===== src/rtl/c7b_biu_rd_arb_if.sv =====
// Bundle of ICU/DCU requester ports and the shared BIU read port around c7b_biu_rd_arb.
// slave = arbiter view, master = the surrounding requesters and BIU.
interface c7b_biu_rd_arb_if #(
  parameter int DATA_W = 64
);
  logic              icu_arb_req;
  logic [28:0]       icu_arb_addr;
  logic              icu_arb_single;
  logic              arb_icu_ack;
  logic              arb_icu_data_valid;
  logic              arb_icu_data_last;
  logic [DATA_W-1:0] arb_icu_data;
  logic              arb_icu_fault;

  logic              dcu_arb_req;
  logic [28:0]       dcu_arb_addr;
  logic              dcu_arb_single;
  logic              arb_dcu_ack;
  logic              arb_dcu_data_valid;
  logic              arb_dcu_data_last;
  logic [DATA_W-1:0] arb_dcu_data;
  logic              arb_dcu_fault;

  logic              arb_biu_req;
  logic [28:0]       arb_biu_addr;
  logic              arb_biu_single;
  logic              biu_arb_ack;
  logic              biu_arb_data_valid;
  logic              biu_arb_data_last;
  logic [DATA_W-1:0] biu_arb_data;
  logic              biu_arb_fault;

  logic              arb_busy;
  logic              arb_proto_err;

  modport slave (
    input  icu_arb_req, icu_arb_addr, icu_arb_single,
    output arb_icu_ack, arb_icu_data_valid, arb_icu_data_last, arb_icu_data, arb_icu_fault,
    input  dcu_arb_req, dcu_arb_addr, dcu_arb_single,
    output arb_dcu_ack, arb_dcu_data_valid, arb_dcu_data_last, arb_dcu_data, arb_dcu_fault,
    output arb_biu_req, arb_biu_addr, arb_biu_single,
    input  biu_arb_ack, biu_arb_data_valid, biu_arb_data_last, biu_arb_data, biu_arb_fault,
    output arb_busy, arb_proto_err
  );

  modport master (
    output icu_arb_req, icu_arb_addr, icu_arb_single,
    input  arb_icu_ack, arb_icu_data_valid, arb_icu_data_last, arb_icu_data, arb_icu_fault,
    output dcu_arb_req, dcu_arb_addr, dcu_arb_single,
    input  arb_dcu_ack, arb_dcu_data_valid, arb_dcu_data_last, arb_dcu_data, arb_dcu_fault,
    input  arb_biu_req, arb_biu_addr, arb_biu_single,
    output biu_arb_ack, biu_arb_data_valid, biu_arb_data_last, biu_arb_data, biu_arb_fault,
    input  arb_busy, arb_proto_err
  );
endinterface


===== src/rtl/c7b_biu_rd_arb.sv =====
// Round-robin ICU/DCU read arbiter onto the single BIU read port; one transaction in flight,
// grant held until the last beat, beat-count and stray-response checking.
module c7b_biu_rd_arb #(
  parameter int BURST_LEN = 4,
  parameter int DATA_W    = 64
) (
  input  logic                clk,
  input  logic                reset,
  c7b_biu_rd_arb_if.slave     io_bus
);

  typedef enum logic [1:0] {S_IDLE, S_REQ, S_DATA} state_t;
  typedef enum logic {OWN_ICU = 1'b0, OWN_DCU = 1'b1} owner_t;

  localparam int CNT_W = ($clog2(BURST_LEN) + 1 < 2) ? 2 : $clog2(BURST_LEN) + 1;
  localparam logic [CNT_W-1:0] CNT_MAX = '1;

  state_t            r_state;
  owner_t            r_owner;
  owner_t            r_last_served;
  logic [28:0]       r_addr;
  logic              r_single;
  logic [CNT_W-1:0]  r_beat_cnt;
  logic              r_biu_req;
  logic              r_busy;
  logic              r_proto_err;

  logic              w_ack_ok;
  logic              w_beat_ok;
  logic              w_grant_dcu;
  logic              w_stray;
  logic [CNT_W-1:0]  w_exp_m1;
  logic              w_icu_vld;
  logic              w_dcu_vld;

  // Responses only count while reset is low and the FSM is in the matching phase.
  assign w_ack_ok    = !reset && (r_state == S_REQ)  && io_bus.biu_arb_ack;
  assign w_beat_ok   = !reset && (r_state == S_DATA) && io_bus.biu_arb_data_valid;
  assign w_grant_dcu = io_bus.dcu_arb_req &&
                       (!io_bus.icu_arb_req || (r_last_served == OWN_ICU));
  assign w_stray     = (io_bus.biu_arb_ack && (r_state != S_REQ)) ||
                       (io_bus.biu_arb_data_valid && (r_state != S_DATA));
  // beat_cnt holds beats already seen, so the last beat must arrive with cnt == expected-1.
  assign w_exp_m1    = r_single ? '0 : CNT_W'(BURST_LEN - 1);

  assign w_icu_vld = w_beat_ok && (r_owner == OWN_ICU);
  assign w_dcu_vld = w_beat_ok && (r_owner == OWN_DCU);

  assign io_bus.arb_icu_ack        = w_ack_ok && (r_owner == OWN_ICU);
  assign io_bus.arb_icu_data_valid = w_icu_vld;
  assign io_bus.arb_icu_data_last  = w_icu_vld && io_bus.biu_arb_data_last;
  assign io_bus.arb_icu_fault      = w_icu_vld && io_bus.biu_arb_fault;
  assign io_bus.arb_icu_data       = w_icu_vld ? io_bus.biu_arb_data : {DATA_W{1'b0}};

  assign io_bus.arb_dcu_ack        = w_ack_ok && (r_owner == OWN_DCU);
  assign io_bus.arb_dcu_data_valid = w_dcu_vld;
  assign io_bus.arb_dcu_data_last  = w_dcu_vld && io_bus.biu_arb_data_last;
  assign io_bus.arb_dcu_fault      = w_dcu_vld && io_bus.biu_arb_fault;
  assign io_bus.arb_dcu_data       = w_dcu_vld ? io_bus.biu_arb_data : {DATA_W{1'b0}};

  assign io_bus.arb_biu_req    = r_biu_req;
  assign io_bus.arb_biu_addr   = r_addr;
  assign io_bus.arb_biu_single = r_single;
  assign io_bus.arb_busy       = r_busy;
  assign io_bus.arb_proto_err  = r_proto_err;

  // NOTE: every register here uses <= so all updates see the pre-edge values of the others.
  always_ff @(posedge clk) begin
    if (reset) begin
      r_state       <= S_IDLE;
      r_owner       <= OWN_ICU;
      r_last_served <= OWN_DCU;
      r_addr        <= '0;
      r_single      <= 1'b0;
      r_beat_cnt    <= '0;
      r_biu_req     <= 1'b0;
      r_busy        <= 1'b0;
      r_proto_err   <= 1'b0;
    end else begin
      if (w_stray) r_proto_err <= 1'b1;
      unique case (r_state)
        S_IDLE: begin
          if (io_bus.icu_arb_req || io_bus.dcu_arb_req) begin
            r_owner   <= w_grant_dcu ? OWN_DCU : OWN_ICU;
            r_addr    <= w_grant_dcu ? io_bus.dcu_arb_addr   : io_bus.icu_arb_addr;
            r_single  <= w_grant_dcu ? io_bus.dcu_arb_single : io_bus.icu_arb_single;
            r_state   <= S_REQ;
            r_biu_req <= 1'b1;
            r_busy    <= 1'b1;
          end
        end
        S_REQ: begin
          if (io_bus.biu_arb_ack) begin
            r_beat_cnt <= '0;
            r_state    <= S_DATA;
            r_biu_req  <= 1'b0;
          end
        end
        S_DATA: begin
          if (io_bus.biu_arb_data_valid) begin
            if (r_beat_cnt != CNT_MAX) r_beat_cnt <= r_beat_cnt + CNT_W'(1);
            if (io_bus.biu_arb_data_last) begin
              if (r_beat_cnt != w_exp_m1) r_proto_err <= 1'b1;
              r_last_served <= r_owner;
              r_state       <= S_IDLE;
              r_busy        <= 1'b0;
            end
          end
        end
        default: r_state <= S_IDLE;
      endcase
    end
  end

endmodule

===== src/flat_wrapper.sv =====
// flat-port wrapper written by rule: the top's interface ports become plain ports
module c7b_biu_rd_arb_flat 
#(
  parameter int BURST_LEN = 4,
  parameter int DATA_W    = 64
)
  (clk, reset, io_bus_icu_arb_req, io_bus_icu_arb_addr, io_bus_icu_arb_single, io_bus_arb_icu_ack, io_bus_arb_icu_data_valid, io_bus_arb_icu_data_last, io_bus_arb_icu_data, io_bus_arb_icu_fault, io_bus_dcu_arb_req, io_bus_dcu_arb_addr, io_bus_dcu_arb_single, io_bus_arb_dcu_ack, io_bus_arb_dcu_data_valid, io_bus_arb_dcu_data_last, io_bus_arb_dcu_data, io_bus_arb_dcu_fault, io_bus_arb_biu_req, io_bus_arb_biu_addr, io_bus_arb_biu_single, io_bus_biu_arb_ack, io_bus_biu_arb_data_valid, io_bus_biu_arb_data_last, io_bus_biu_arb_data, io_bus_biu_arb_fault, io_bus_arb_busy, io_bus_arb_proto_err);
  c7b_biu_rd_arb_if #(.DATA_W(DATA_W)) io_bus_i ();
  input  logic clk;
  input  logic reset;
  input wire logic [$bits(io_bus_i.icu_arb_req)-1:0] io_bus_icu_arb_req;
  input wire logic [$bits(io_bus_i.icu_arb_addr)-1:0] io_bus_icu_arb_addr;
  input wire logic [$bits(io_bus_i.icu_arb_single)-1:0] io_bus_icu_arb_single;
  output wire logic [$bits(io_bus_i.arb_icu_ack)-1:0] io_bus_arb_icu_ack;
  output wire logic [$bits(io_bus_i.arb_icu_data_valid)-1:0] io_bus_arb_icu_data_valid;
  output wire logic [$bits(io_bus_i.arb_icu_data_last)-1:0] io_bus_arb_icu_data_last;
  output wire logic [$bits(io_bus_i.arb_icu_data)-1:0] io_bus_arb_icu_data;
  output wire logic [$bits(io_bus_i.arb_icu_fault)-1:0] io_bus_arb_icu_fault;
  input wire logic [$bits(io_bus_i.dcu_arb_req)-1:0] io_bus_dcu_arb_req;
  input wire logic [$bits(io_bus_i.dcu_arb_addr)-1:0] io_bus_dcu_arb_addr;
  input wire logic [$bits(io_bus_i.dcu_arb_single)-1:0] io_bus_dcu_arb_single;
  output wire logic [$bits(io_bus_i.arb_dcu_ack)-1:0] io_bus_arb_dcu_ack;
  output wire logic [$bits(io_bus_i.arb_dcu_data_valid)-1:0] io_bus_arb_dcu_data_valid;
  output wire logic [$bits(io_bus_i.arb_dcu_data_last)-1:0] io_bus_arb_dcu_data_last;
  output wire logic [$bits(io_bus_i.arb_dcu_data)-1:0] io_bus_arb_dcu_data;
  output wire logic [$bits(io_bus_i.arb_dcu_fault)-1:0] io_bus_arb_dcu_fault;
  output wire logic [$bits(io_bus_i.arb_biu_req)-1:0] io_bus_arb_biu_req;
  output wire logic [$bits(io_bus_i.arb_biu_addr)-1:0] io_bus_arb_biu_addr;
  output wire logic [$bits(io_bus_i.arb_biu_single)-1:0] io_bus_arb_biu_single;
  input wire logic [$bits(io_bus_i.biu_arb_ack)-1:0] io_bus_biu_arb_ack;
  input wire logic [$bits(io_bus_i.biu_arb_data_valid)-1:0] io_bus_biu_arb_data_valid;
  input wire logic [$bits(io_bus_i.biu_arb_data_last)-1:0] io_bus_biu_arb_data_last;
  input wire logic [$bits(io_bus_i.biu_arb_data)-1:0] io_bus_biu_arb_data;
  input wire logic [$bits(io_bus_i.biu_arb_fault)-1:0] io_bus_biu_arb_fault;
  output wire logic [$bits(io_bus_i.arb_busy)-1:0] io_bus_arb_busy;
  output wire logic [$bits(io_bus_i.arb_proto_err)-1:0] io_bus_arb_proto_err;
  assign io_bus_i.icu_arb_req = io_bus_icu_arb_req;
  assign io_bus_i.icu_arb_addr = io_bus_icu_arb_addr;
  assign io_bus_i.icu_arb_single = io_bus_icu_arb_single;
  assign io_bus_arb_icu_ack = io_bus_i.arb_icu_ack;
  assign io_bus_arb_icu_data_valid = io_bus_i.arb_icu_data_valid;
  assign io_bus_arb_icu_data_last = io_bus_i.arb_icu_data_last;
  assign io_bus_arb_icu_data = io_bus_i.arb_icu_data;
  assign io_bus_arb_icu_fault = io_bus_i.arb_icu_fault;
  assign io_bus_i.dcu_arb_req = io_bus_dcu_arb_req;
  assign io_bus_i.dcu_arb_addr = io_bus_dcu_arb_addr;
  assign io_bus_i.dcu_arb_single = io_bus_dcu_arb_single;
  assign io_bus_arb_dcu_ack = io_bus_i.arb_dcu_ack;
  assign io_bus_arb_dcu_data_valid = io_bus_i.arb_dcu_data_valid;
  assign io_bus_arb_dcu_data_last = io_bus_i.arb_dcu_data_last;
  assign io_bus_arb_dcu_data = io_bus_i.arb_dcu_data;
  assign io_bus_arb_dcu_fault = io_bus_i.arb_dcu_fault;
  assign io_bus_arb_biu_req = io_bus_i.arb_biu_req;
  assign io_bus_arb_biu_addr = io_bus_i.arb_biu_addr;
  assign io_bus_arb_biu_single = io_bus_i.arb_biu_single;
  assign io_bus_i.biu_arb_ack = io_bus_biu_arb_ack;
  assign io_bus_i.biu_arb_data_valid = io_bus_biu_arb_data_valid;
  assign io_bus_i.biu_arb_data_last = io_bus_biu_arb_data_last;
  assign io_bus_i.biu_arb_data = io_bus_biu_arb_data;
  assign io_bus_i.biu_arb_fault = io_bus_biu_arb_fault;
  assign io_bus_arb_busy = io_bus_i.arb_busy;
  assign io_bus_arb_proto_err = io_bus_i.arb_proto_err;
  c7b_biu_rd_arb #(.BURST_LEN(BURST_LEN), .DATA_W(DATA_W)) u_core (.clk(clk), .reset(reset), .io_bus(io_bus_i));
endmodule

===== config.mk =====
export PLATFORM = sky130hd
export DESIGN_NAME = c7b_biu_rd_arb_flat
export DESIGN_NICKNAME = d
export VERILOG_FILES = /design/src/rtl/c7b_biu_rd_arb_if.sv /design/src/rtl/c7b_biu_rd_arb.sv /design/src/flat_wrapper.sv
export SDC_FILE = /design/constraint.sdc
export NUM_CORES = 1
export LEC_CHECK = 0
export ABC_AREA = 0
export CORE_AREA = 2 2 116 118
export CTS_BUF_LIST = sky130_fd_sc_hd__clkbuf_4 sky130_fd_sc_hd__clkbuf_8
export DETAILED_ROUTE_END_ITERATION = 8
export DIE_AREA = 0 0 118 120
export SYNTH_ARGS = -nofsm -noshare
export SYNTH_HDL_FRONTEND = slang
export SYNTH_SLANG_ARGS = --single-unit

===== constraint.sdc =====
create_clock -name clk -period 2.6 [get_ports clk]
set_input_delay 0.52 -clock clk [delete_from_list [all_inputs] [get_ports clk]]
set_output_delay 0.52 -clock clk [all_outputs]
set_load 0.02 [all_outputs]

==> impl_metrics.env <==
export IMPL_status="complete, no violations"
export IMPL_maxCapViolCount=0
export IMPL_fin_area_mm2=0.00585
export IMPL_relSlewSlack=0.754
export IMPL_insertion_delay_ns=0.29
export IMPL_syn_avg_cell_area_um2=8.12
export IMPL_gp_congestion=0.858
export IMPL_die_area_mm2=0.0142
export IMPL_finalWirelength_um=12600
export IMPL_synth_edff_count=0
export IMPL_overflow=0
export IMPL_synthFlopType="dfxtp_1"
export IMPL_setup_ws_ns=0.0587
export IMPL_clk_root_buffer_cell="clkbuf_8"
export IMPL_synth_seq_cells=40
export IMPL_yosysMostFrequentCell="and2_1"
export IMPL_ys_types=31
export IMPL_synthMuxAreaShare=0.116
export IMPL_rsz0062_at_grt="false"
export IMPL_dieHeight_um=120
export IMPL_postLayoutCoreUtil=0.451
export IMPL_min_period_ns=2.54
export IMPL_portBuffers=300
export IMPL_synth_xor_area_frac=0
export IMPL_viasPerCell=4.20
export IMPL_nets=766
export IMPL_cts_sinks=40
export IMPL_drive_above_1_share=0.0964
export IMPL_synth_simple_area_share=0.407
export IMPL_cp_required_ns=2.08
export IMPL_antenna_cells=0
export IMPL_yosys_area_top_type_share=0.300
export IMPL_num_vias=3396
export IMPL_cts_tree="built"
export IMPL_fin_crit_sh=0.977
export IMPL_hold_class="reg2reg"
export IMPL_async_flop_share=0
export IMPL_synth_warnings=0
export IMPL_synth_compound_area_frac=0.112
export IMPL_start_kind="input pin"
export IMPL_crit_fanout=39
export IMPL_p_clk_frac=0.241
export IMPL_preCtsSetupSlack_ns=-0.293
export IMPL_synth_top_family_by_area="simple AND/OR/NAND/NOR gates"
export IMPL_cts_buffer_depth=2
export IMPL_stdcell_count=809
export IMPL_setup_viol=0
export IMPL_power_switching_uw=575
export IMPL_syn_nets=473
export IMPL_yosysTopAreaCell="and2_1"
export IMPL_synth_area_mm2=0.00275
export IMPL_dp_hpwl_um=10500
export IMPL_p_leak_uw=0.00277
export IMPL_intPower_uw=1280
export IMPL_p_per_area_mw_per_mm2=318
export IMPL_syn_inst=339
export IMPL_cp_end_kind="output port"
export IMPL_place_inst=799
export IMPL_crit_type="in2out"
export IMPL_grt_pass1_wl_um=18500
export IMPL_whs_path_depth=2
export IMPL_post_dp_cell_area_mm2=0.00596
export IMPL_numCtsBuffers=5
export IMPL_synth_area_leaders="and2_1 (30%), dfxtp_1 (29%), mux2i_1 (12%)"
export IMPL_p_seq_frac=0.387
export IMPL_pwr_share_comb=0.372
export IMPL_r2r_cells=6
export IMPL_ant_nets=0
export IMPL_drc_errors=0
export IMPL_worstMarginPinSlew_ns=0.369
export IMPL_vdd_drop_max_uv=185
export IMPL_antenna_found_initial=1
export IMPL_finClkSkew_ns=0.00548
export IMPL_slew_violations=0
export IMPL_wire_per_inst_um=15.5
export IMPL_fill_cells=1329
export IMPL_ctsHoldBuffers=0
export IMPL_synthTopCellsByCount="and2_1 (132), nor2_1 (42), dfxtp_1 (40), mux2i_1 (32), a211oi_1 (30)"
export IMPL_clk_pin_slew_ns=0.08
export IMPL_grt_pass1_vias=3341
export IMPL_dr_pass1_iters=4
export IMPL_initial_utilization=0.212
export IMPL_synth_seq_area_share=0.291
export IMPL_area_delta_synth_final_pct=112
export IMPL_max_freq_mhz=393
export IMPL_grt_max_degree=65
export IMPL_p_sw_frac=0.309
export IMPL_cp_arrival_ns=2.02
export IMPL_grtUsageTotal=0.166
export IMPL_die_width_um=118
export IMPL_synth_adder_area_share=0.00909
export IMPL_drtIter0Drc=96
export IMPL_hold_viol=0
export IMPL_cts_htree_levels=2
export IMPL_pin_count=301
export IMPL_core_area_mm2=0.0130
export IMPL_fp_row_count=42
-- state kept, by name, summed over array words and instances, names as in the netlist --
name                          cells
u_core.io_bus.arb_biu_addr       29
u_core.r_beat_cnt                 3
u_core.r_state                    2
u_core.io_bus.arb_biu_req         1
u_core.io_bus.arb_biu_single      1
u_core.io_bus.arb_busy            1
u_core.io_bus.arb_proto_err       1
u_core.r_last_served              1
u_core.r_owner                    1
-- cell families after synthesis --
kind of cell    Yosys count
fa+ha+maj                 2
compound gates           42
buf+inv                  31
flops                    40
simple gates            192
mux                      32
-- cell usage in the layout, fill, tap and decap left out, types with 2 or more instances in the layout --
| cell type | netlist | layout |
|---|---|---|
| nand2_1 | 5 | 5 |
| nor2_1 | 42 | 42 |
| buf_4 | 6 | 8 |
| a211oi_1 | 30 | 30 |
| clkinvlp_4 | 0 | 2 |
| ha_1 | 2 | 2 |
| and2_1 | 132 | 132 |
| nor3_1 | 2 | 2 |
| clkdlybuf4s50_1 | 0 | 165 |
| a21oi_1 | 6 | 6 |
| dfxtp_1 | 40 | 40 |
| clkdlybuf4s15_1 | 0 | 27 |
| clkbuf_8 | 0 | 6 |
| dlymetal6s2s_1 | 0 | 2 |
| buf_6 | 4 | 2 |
| clkbuf_2 | 0 | 30 |
| dlygate4sd2_1 | 0 | 74 |
| mux2i_1 | 32 | 32 |
| buf_12 | 0 | 5 |
| nand3b_1 | 2 | 2 |
| inv_1 | 3 | 3 |
-- power by group through the flow --
stage               logic, µW  registers (µW)  clock network, µW
finish                    691             719                448
global route              744             729                484
CTS                       700             720                464
detailed placement        704             732                  0
global placement          700             730                  0
floorplan                 209             807                  0
-- worst max-delay path, stage by stage --
cell             delay (ns)
clkdlybuf4s50_1        0.49
nor4b_4                0.19
buf_4                  0.17
buf_12                 0.17
and2_1                 0.14
clkdlybuf4s15_1        0.32
-- stage by stage --
step                TNS (ns)  hold WS (ns)  power, µW
floorplan                  0         0.445       1020
global placement      -24.13         0.447       1430
detailed placement    -26.81         0.455       1440
CTS                        0         0.465       1880
global route               0         0.487       1960
finish                     0         0.462       1860
-- layout make-up --
class / instances / area, µm² / area share
repair buffers: 314 / 2930 / 0.501
multi-input cells: 268 / 1790 / 0.305
flip-flops and latches: 40 / 801 / 0.137
well taps: 176 / 220 / 0.0377
clock buffers: 6 / 82.6 / 0.0141
clock inverters: 2 / 15.0 / 0.00257
inverters: 3 / 11.3 / 0.00193
-- timing repair --
item | 4_1_cts | 5_1_grt
hold endpoints to repair | 0 | 0
pin swaps | 0 | 0
gates resized for setup | 133 | 91
cloned | 1 | 0
buffers inserted | 1 | 0
setup endpoints to repair | 131 | 62
-- worst paths after layout --
kind / startpoint / end / slack [ns]
min: u_core.io_bus.arb_proto_err$_SDFF_PP0_ / u_core.io_bus.arb_proto_err$_SDFF_PP0_ / 0.46
max: io_bus_biu_arb_data_valid / io_bus_arb_icu_data[10] / 0.06
max reg2reg: u_core.r_beat_cnt[0]$_SDFFE_PP0P_ / u_core.r_beat_cnt[0]$_SDFFE_PP0P_ / 1.10
min reg2reg: u_core.io_bus.arb_proto_err$_SDFF_PP0_ / u_core.io_bus.arb_proto_err$_SDFF_PP0_ / 0.46
-- layer usage --
metal  vias up  track usage  part of all wire  wire [µm]
met2       164        0.320              0.52       6530
met3        19       0.0532             0.081       1020
met4         2       0.0414             0.018        229
met5         -            0            0.0010         13
li1       1711            -                 -          -
met1      1500        0.171              0.38       4760
Power figures use the tool's default switching activity.
